**config.mk**
```make
export PLATFORM = sky130hd
export DESIGN_NAME = keycode_event_gen_flat
export DESIGN_NICKNAME = d
export VERILOG_FILES = /design/src/rtl/keycode_event_gen_pkg.sv /design/src/rtl/keycode_event_gen_if.sv /design/src/rtl/keycode_event_gen_fifo.sv /design/src/rtl/keycode_event_gen.sv /design/src/flat_wrapper.sv
export SDC_FILE = /design/constraint.sdc
export NUM_CORES = 1
export LEC_CHECK = 0
export ABC_AREA = 1
export BUFFER_PORTS_ARGS = -buffer_cell sky130_fd_sc_hd__buf_2
export CORE_MARGIN = 5
export CORE_UTILIZATION = 56
export DETAILED_ROUTE_END_ITERATION = 8
export GPL_TIMING_DRIVEN = 0
export PLACE_DENSITY = 0.77
export SYNTH_ARGS = -nofsm -noshare
export SYNTH_HDL_FRONTEND = slang
export SYNTH_HIERARCHICAL = 1
export SYNTH_SLANG_ARGS = --single-unit
```
**constraint.sdc**
```tcl
create_clock -name clk_clk -period 2.4 [get_ports clk_clk]
set_input_delay 0.48 -clock clk_clk [delete_from_list [all_inputs] [get_ports clk_clk]]
set_output_delay 0.48 -clock clk_clk [all_outputs]
set_load 0.02 [all_outputs]
```
**src/rtl/keycode_event_gen_pkg.sv**
```systemverilog
// keycode_evt_pkg: shared event, FIFO entry and FSM state types for keycode_event_gen
package keycode_evt_pkg;
  typedef enum logic [1:0] {
    EVT_NONE    = 2'b00,
    EVT_PRESS   = 2'b01,
    EVT_RELEASE = 2'b10,
    EVT_REPEAT  = 2'b11
  } evt_type_t;
  typedef struct packed {
    evt_type_t  etype;
    logic [7:0] code;
  } key_evt_t;
  typedef enum logic [1:0] {
    IDLE,
    EMIT_REL,
    EMIT_PRESS,
    HELD
  } state_t;
endpackage

```
**src/rtl/keycode_event_gen_if.sv**
```systemverilog
// keycode_event_gen_if: valid/ready key event stream from generator (master) to consumer (slave)
interface keycode_event_gen_if;
  import keycode_evt_pkg::*;
  logic       evt_valid;
  logic       evt_ready;
  evt_type_t  evt_type;
  logic [7:0] evt_code;
  modport master(output evt_valid, evt_type, evt_code, input evt_ready);
  modport slave(input evt_valid, evt_type, evt_code, output evt_ready);
endinterface

```
**src/rtl/keycode_event_gen_fifo.sv**
```systemverilog
// evt_fifo: show-ahead synchronous FIFO of key events; extra pointer bit separates full from empty
module evt_fifo
  import keycode_evt_pkg::*;
#(
  parameter int DEPTH = 8
) (
  input  logic     clk,
  input  logic     rst,
  input  logic     push,
  input  logic     pop,
  input  key_evt_t din,
  output key_evt_t dout,
  output logic     full,
  output logic     empty
);
  localparam int AW = $clog2(DEPTH);
  key_evt_t mem [DEPTH];
  logic [AW:0] wr_ptr, rd_ptr;
  logic do_push, do_pop;
  assign empty   = wr_ptr == rd_ptr;
  assign full    = (wr_ptr[AW] != rd_ptr[AW]) && (wr_ptr[AW-1:0] == rd_ptr[AW-1:0]);
  assign do_pop  = pop && !empty;
  // a pop frees the slot in the same cycle, so a full FIFO still takes a push alongside it
  assign do_push = push && (!full || do_pop);
  assign dout    = mem[rd_ptr[AW-1:0]];
  always_ff @(posedge clk or posedge rst)
    if (rst) begin
      wr_ptr <= '0;
      rd_ptr <= '0;
    end else begin
      if (do_push) wr_ptr <= wr_ptr + 1'b1;
      if (do_pop) rd_ptr <= rd_ptr + 1'b1;
    end
  always_ff @(posedge clk)
    if (do_push) mem[wr_ptr[AW-1:0]] <= din;
endmodule

```
**src/rtl/keycode_event_gen.sv**
```systemverilog
// keycode_event_gen: turns the SoC keycode into press/release/auto-repeat events queued in a FIFO
module keycode_event_gen
  import keycode_evt_pkg::*;
#(
  parameter int REPEAT_DELAY  = 25_000_000,
  parameter int REPEAT_PERIOD = 5_000_000,
  parameter int FIFO_DEPTH    = 8
) (
  input  logic                clk_clk,
  input  logic                reset_reset,
  input  logic [7:0]          keycode_export,
  input  logic                ovf_clear,
  keycode_event_gen_if.master evt,
  output logic [7:0]          held_code,
  output logic                ovf_flag
);
  localparam int TW = $clog2(REPEAT_DELAY > REPEAT_PERIOD ? REPEAT_DELAY : REPEAT_PERIOD);
  localparam logic [TW-1:0] T_DELAY  = TW'(REPEAT_DELAY - 1);
  localparam logic [TW-1:0] T_PERIOD = TW'(REPEAT_PERIOD - 1);
  state_t state, state_nxt;
  logic [7:0] kc_q, held_nxt;
  logic [TW-1:0] timer, timer_nxt;
  logic push, full, empty, drop;
  key_evt_t push_evt, head;
  assign drop = push && full && !evt.evt_ready;
  always_ff @(posedge clk_clk or posedge reset_reset)
    if (reset_reset) begin
      state     <= IDLE;
      kc_q      <= '0;
      held_code <= '0;
      timer     <= '0;
      ovf_flag  <= 1'b0;
    end else begin
      state     <= state_nxt;
      kc_q      <= keycode_export;
      held_code <= held_nxt;
      timer     <= timer_nxt;
      ovf_flag  <= drop || (ovf_flag && !ovf_clear);
    end
  always_comb begin
    state_nxt = state;
    held_nxt  = held_code;
    timer_nxt = timer;
    push      = 1'b0;
    push_evt  = '{EVT_NONE, 8'h00};
    case (state)
      IDLE: state_nxt = |kc_q ? EMIT_PRESS : IDLE;
      EMIT_REL: begin
        push      = 1'b1;
        push_evt  = '{EVT_RELEASE, held_code};
        state_nxt = |kc_q ? EMIT_PRESS : IDLE;
        held_nxt  = |kc_q ? held_code : 8'h00;
      end
      EMIT_PRESS: begin
        push      = 1'b1;
        push_evt  = '{EVT_PRESS, kc_q};
        held_nxt  = kc_q;
        timer_nxt = T_DELAY;
        state_nxt = HELD;
      end
      HELD:
        if (kc_q != held_code) state_nxt = EMIT_REL;
        else if (timer == '0) begin
          push      = |held_code;
          push_evt  = '{EVT_REPEAT, held_code};
          timer_nxt = T_PERIOD;
        end else timer_nxt = timer - 1'b1;
      default: state_nxt = IDLE;
    endcase
  end
  evt_fifo #(.DEPTH(FIFO_DEPTH)) u_fifo (
    .clk  (clk_clk),
    .rst  (reset_reset),
    .push (push),
    .pop  (evt.evt_ready),
    .din  (push_evt),
    .dout (head),
    .full (full),
    .empty(empty)
  );
  // the stale RAM head is masked so every event output reads 0 while the queue is empty
  assign evt.evt_valid = !empty;
  assign evt.evt_type  = empty ? EVT_NONE : head.etype;
  assign evt.evt_code  = empty ? 8'h00 : head.code;
endmodule

```
**src/flat_wrapper.sv**
```systemverilog
// flat-port wrapper written by rule: the top's interface ports become plain ports
module keycode_event_gen_flat import keycode_evt_pkg::*;
#(
  parameter int REPEAT_DELAY  = 25_000_000,
  parameter int REPEAT_PERIOD = 5_000_000,
  parameter int FIFO_DEPTH    = 8
)
  (clk_clk, reset_reset, keycode_export, ovf_clear, held_code, ovf_flag, evt_evt_valid, evt_evt_type, evt_evt_code, evt_evt_ready);
  keycode_event_gen_if evt_i ();
  input  logic clk_clk;
  input  logic reset_reset;
  input  logic [7:0] keycode_export;
  input  logic ovf_clear;
  output logic [7:0] held_code;
  output logic ovf_flag;
  output wire logic [$bits(evt_i.evt_valid)-1:0] evt_evt_valid;
  output wire logic [$bits(evt_i.evt_type)-1:0] evt_evt_type;
  output wire logic [$bits(evt_i.evt_code)-1:0] evt_evt_code;
  input wire logic [$bits(evt_i.evt_ready)-1:0] evt_evt_ready;
  assign evt_evt_valid = evt_i.evt_valid;
  assign evt_evt_type = evt_i.evt_type;
  assign evt_evt_code = evt_i.evt_code;
  assign evt_i.evt_ready = evt_evt_ready;
  keycode_event_gen #(.REPEAT_DELAY(REPEAT_DELAY), .REPEAT_PERIOD(REPEAT_PERIOD), .FIFO_DEPTH(FIFO_DEPTH)) u_core (.clk_clk(clk_clk), .reset_reset(reset_reset), .keycode_export(keycode_export), .ovf_clear(ovf_clear), .evt(evt_i), .held_code(held_code), .ovf_flag(ovf_flag));
endmodule
```
==> impl_metrics.py <==
metrics = {
    "pwr": {
        "pwr_density_cell_nw_per_um2": 1390,
        "p_total_uw": 11400,
        "ir_worst_vdd_mv": 0.688,
        "leakagePower_uw": 0.00351,
    },
    "floorplan": {
        "dieArea_um2": 14200,
        "start_util_pct": 56.4,
        "coreArea_um2": 11900,
        "die_w_um": 119,
        "placementRows": 40,
        "die_h_um": 119,
        "io_pins": 32,
    },
    "synth": {
        "avgSynthCellArea_um2": 8.80,
        "yosysMostFrequentCell": "nand2_1",
        "synth_top_cells_by_count": "nand2_1 (191), nor2_1 (108), edfxtp_1 (80)",
        "seq_area_frac_synth_pct": 55.3,
        "synth-main-ff-cell": "edfxtp_1",
        "synth_edf_count": 80,
        "synth_area_leader_cell": "edfxtp_1",
        "ys_types": 39,
        "synth_nets": 782,
        "yosys_warnings": 6,
        "async_reset_ff_share_pct": 39.4,
        "synth-seq-cells": 132,
        "synthDominantCellAreaShare_pct": 35.9,
        "syn_inst": 761,
        "syn_area_um2": 6700,
        "synthTopCellsByArea": "edfxtp_1 (36%), dfrtp_1 (19%), nand2_1 (11%), nor2_1 (6.1%), o21ai_0 (5.1%)",
    },
    "finish": {
        "area_growth_syn_to_layout_pct": 23.1,
        "diodes": 0,
        "drive_above_1_share_pct": 22.8,
        "utilization_pct": 69.5,
        "finish.net_count": 859,
    },
    "route": {
        "avgViaCountPerCell": 5.77,
        "vias": 5757,
        "drtIter0Drc": 561,
        "drt_first_pass_iters": 5,
        "ant_nets": 0,
        "post-route-drc-count": 0,
        "drt-total-wl_mm": 17.3,
        "wire_per_inst_um": 17.3,
    },
    "clock_network": {
        "cts-htree-levels": 4,
        "ctsLongestPathBuffers": 2,
        "numCtsBuffers": 17,
        "clkLatencyLatePin_ns": 0.43,
        "clkTransAtPathRegs_ns": 0.06,
        "clock_sinks": 132,
        "cts-root-buf": "clkbuf_16",
        "cts_tree": "built",
        "cts_hold_buf": 0,
    },
    "sta": {
        "clock_skew_ns": 0.0100,
        "setup_viol": 0,
        "final_hold_viol_count": 0,
        "finalCritPeriodShare_pct": 99.5,
        "rsz0062_at_grt": "true",
        "slew_headroom_pct": 68.5,
        "tightest_slew_ns": 0.470,
        "timing.final.crit_period_ns": 2.39,
        "drv_slew": 0,
        "fmaxAchievable_mhz": 419,
    },
    "grt": {
        "grt_pass1_wl_mm": 27.3,
        "grt_use_total_pct": 24.3,
        "grt_max_degree": 29,
        "grt_overflow_total": 0,
        "grt_pass1_vias": 5712,
        "antenna_found_initial": 0,
    },
    "setup_path": {
        "endpoint_kind": "primary output",
        "crit_path_max_fanout": 8,
        "path_class": "reg -> out",
        "start_kind": "flop",
        "required_ns": 1.92,
        "critPathArrivalTime_ns": 1.91,
    },
    "placed_design": {
        "globalplace.congestion": 0.920,
        "place_hpwl_mm": 10.8,
        "port_buffers": 31,
    },
    "flow_run": {
        "drv_cap": 0,
    },
    "outcome": {
        "status": "complete, no violations",
    },
    "worst_hold_path": {
        "hold_class": "in -> async",
    },
}
registers in the layout (all words and copies together), names as in the netlist:
name,flops
u_core/u_fifo/mem,80
u_core/timer,25
u_core/held_code,8
u_core/kc_q,8
u_core/u_fifo/rd_ptr,4
u_core/u_fifo/wr_ptr,4
u_core/state,2
u_core/ovf_flag,1
critical path, cell delays in order (launching register included):
cell       delay (ns)
dfrtp_1          0.39
buf_6            0.16
clkinv_8         0.09
clkbuf_16        0.14
o21ai_0          0.07
o22ai_1          0.17
nand2_1          0.12
nand2_1          0.08
inv_1            0.04
nor2_1           0.08
buf_4            0.14
routing by layer:
metal  wire (µm)  GRT usage (%)  up-vias  part of all wire [%]
met5           0              0        -                     0
met4         487           12.1        0                   2.8
met3        1170           5.03       53                   6.8
met2        8770           41.6      283                    51
met1        6830           28.9     2744                    40
li1            -              -     2677                     -
cell families (layout without fill, tap and decap cells):
kind of cell	Yosys count	count (layout)	share of synthesized area (%)
AO/OA/AOI/OAI	106	106	8.60
XOR/XNOR	16	16	2.21
adder cells (fa/ha/maj)	9	9	1.68
buffers and inverters	109	197	6.88
flip-flops	132	132	55.3
AND/OR/NAND/NOR	389	390	25.3
power by group:
group | switching, µW | leakage [µW] | internal [µW]
Clock | 1020 | 0.000276 | 1530
Combinational | 3350 | 0.00189 | 1960
Sequential | 407 | 0.00134 | 3160
Total | 4780 | 0.00351 | 6650
layout make-up:
| class | instances | area, µm² |
|---|---|---|
| plain buffers | 27 | 239 |
| clock buffers | 17 | 425 |
| clock inverters | 14 | 154 |
| fillers | 853 | 3620 |
| inverters | 82 | 329 |
| multi-input cells | 521 | 2700 |
| flip-flops and latches | 132 | 3720 |
| well taps | 147 | 184 |
| repair buffers | 56 | 482 |
| repair inverters | 1 | 7.51 |
placed cells by master, fill, tap and decap left out, types with 3 or more instances in the layout:
master	n
inv_2	11
edfxtp_1	80
nand3_1	39
a21oi_2	3
nand2_2	6
nand2_4	4
clkinvlp_4	5
nor2_2	14
dfrtp_1	39
inv_1	66
o22ai_1	21
buf_2	32
nand4_1	16
nor2_1	93
clkbuf_16	19
ha_1	8
clkinv_4	3
o21ai_1	9
nand3_2	3
o21ai_0	64
clkbuf_1	3
buf_8	4
xor2_1	12
buf_12	8
nor2_4	13
dfrtp_2	13
buf_6	7
nor4_1	4
nand2_1	190
buf_4	24
inv_6	4
per-stage QoR:
stage / setup TNS, ns / setup slack, ns / cells / area, µm² / hold slack [ns]
global route: -1.31 / -0.0923 / 997 / 8240 / 0.0537
detailed placement: -51.05 / -0.916 / 940 / 7060 / 0.468
global placement: -41.54 / -0.776 / 939 / 7040 / 0.455
floorplan: -4.51 / -0.150 / 761 / 6710 / 0.296
finish: 0 / 0.0120 / 997 / 8240 / 0.0197
CTS: 0 / 0.000347 / 982 / 7960 / 0.0287
timing repair:
action                                  in CTS  in global routing
buffers inserted                            10                 12
cloned                                       1                  3
pin swaps                                    7                 11
resized for setup                           49                 65
endpoints found under the setup margin      92                109
worst paths after layout:
check,from,slack (ns),depth (start not counted),end
min,reset_reset,0.02,2,u_core/u_fifo/wr_ptr[0]$_DFFE_PP0P_
max,u_core/u_fifo/rd_ptr[0]$_DFFE_PP0P_,0.01,10,evt_evt_code[2]
max in group asynchronous,reset_reset,1.88,3,u_core/held_code[1]$_DFFE_PP0P_
min reg2reg,u_core/ovf_flag$_DFF_PP0_,0.48,2,u_core/ovf_flag$_DFF_PP0_
min in group clk_clk,keycode_export[6],0.16,1,u_core/kc_q[6]$_DFF_PP0_
max reg2reg,u_core/timer[8]$_DFFE_PP0P_,0.08,11,u_core/u_fifo/mem[3][6]$_DFFE_PP_
(Power assumes the default switching activity.)
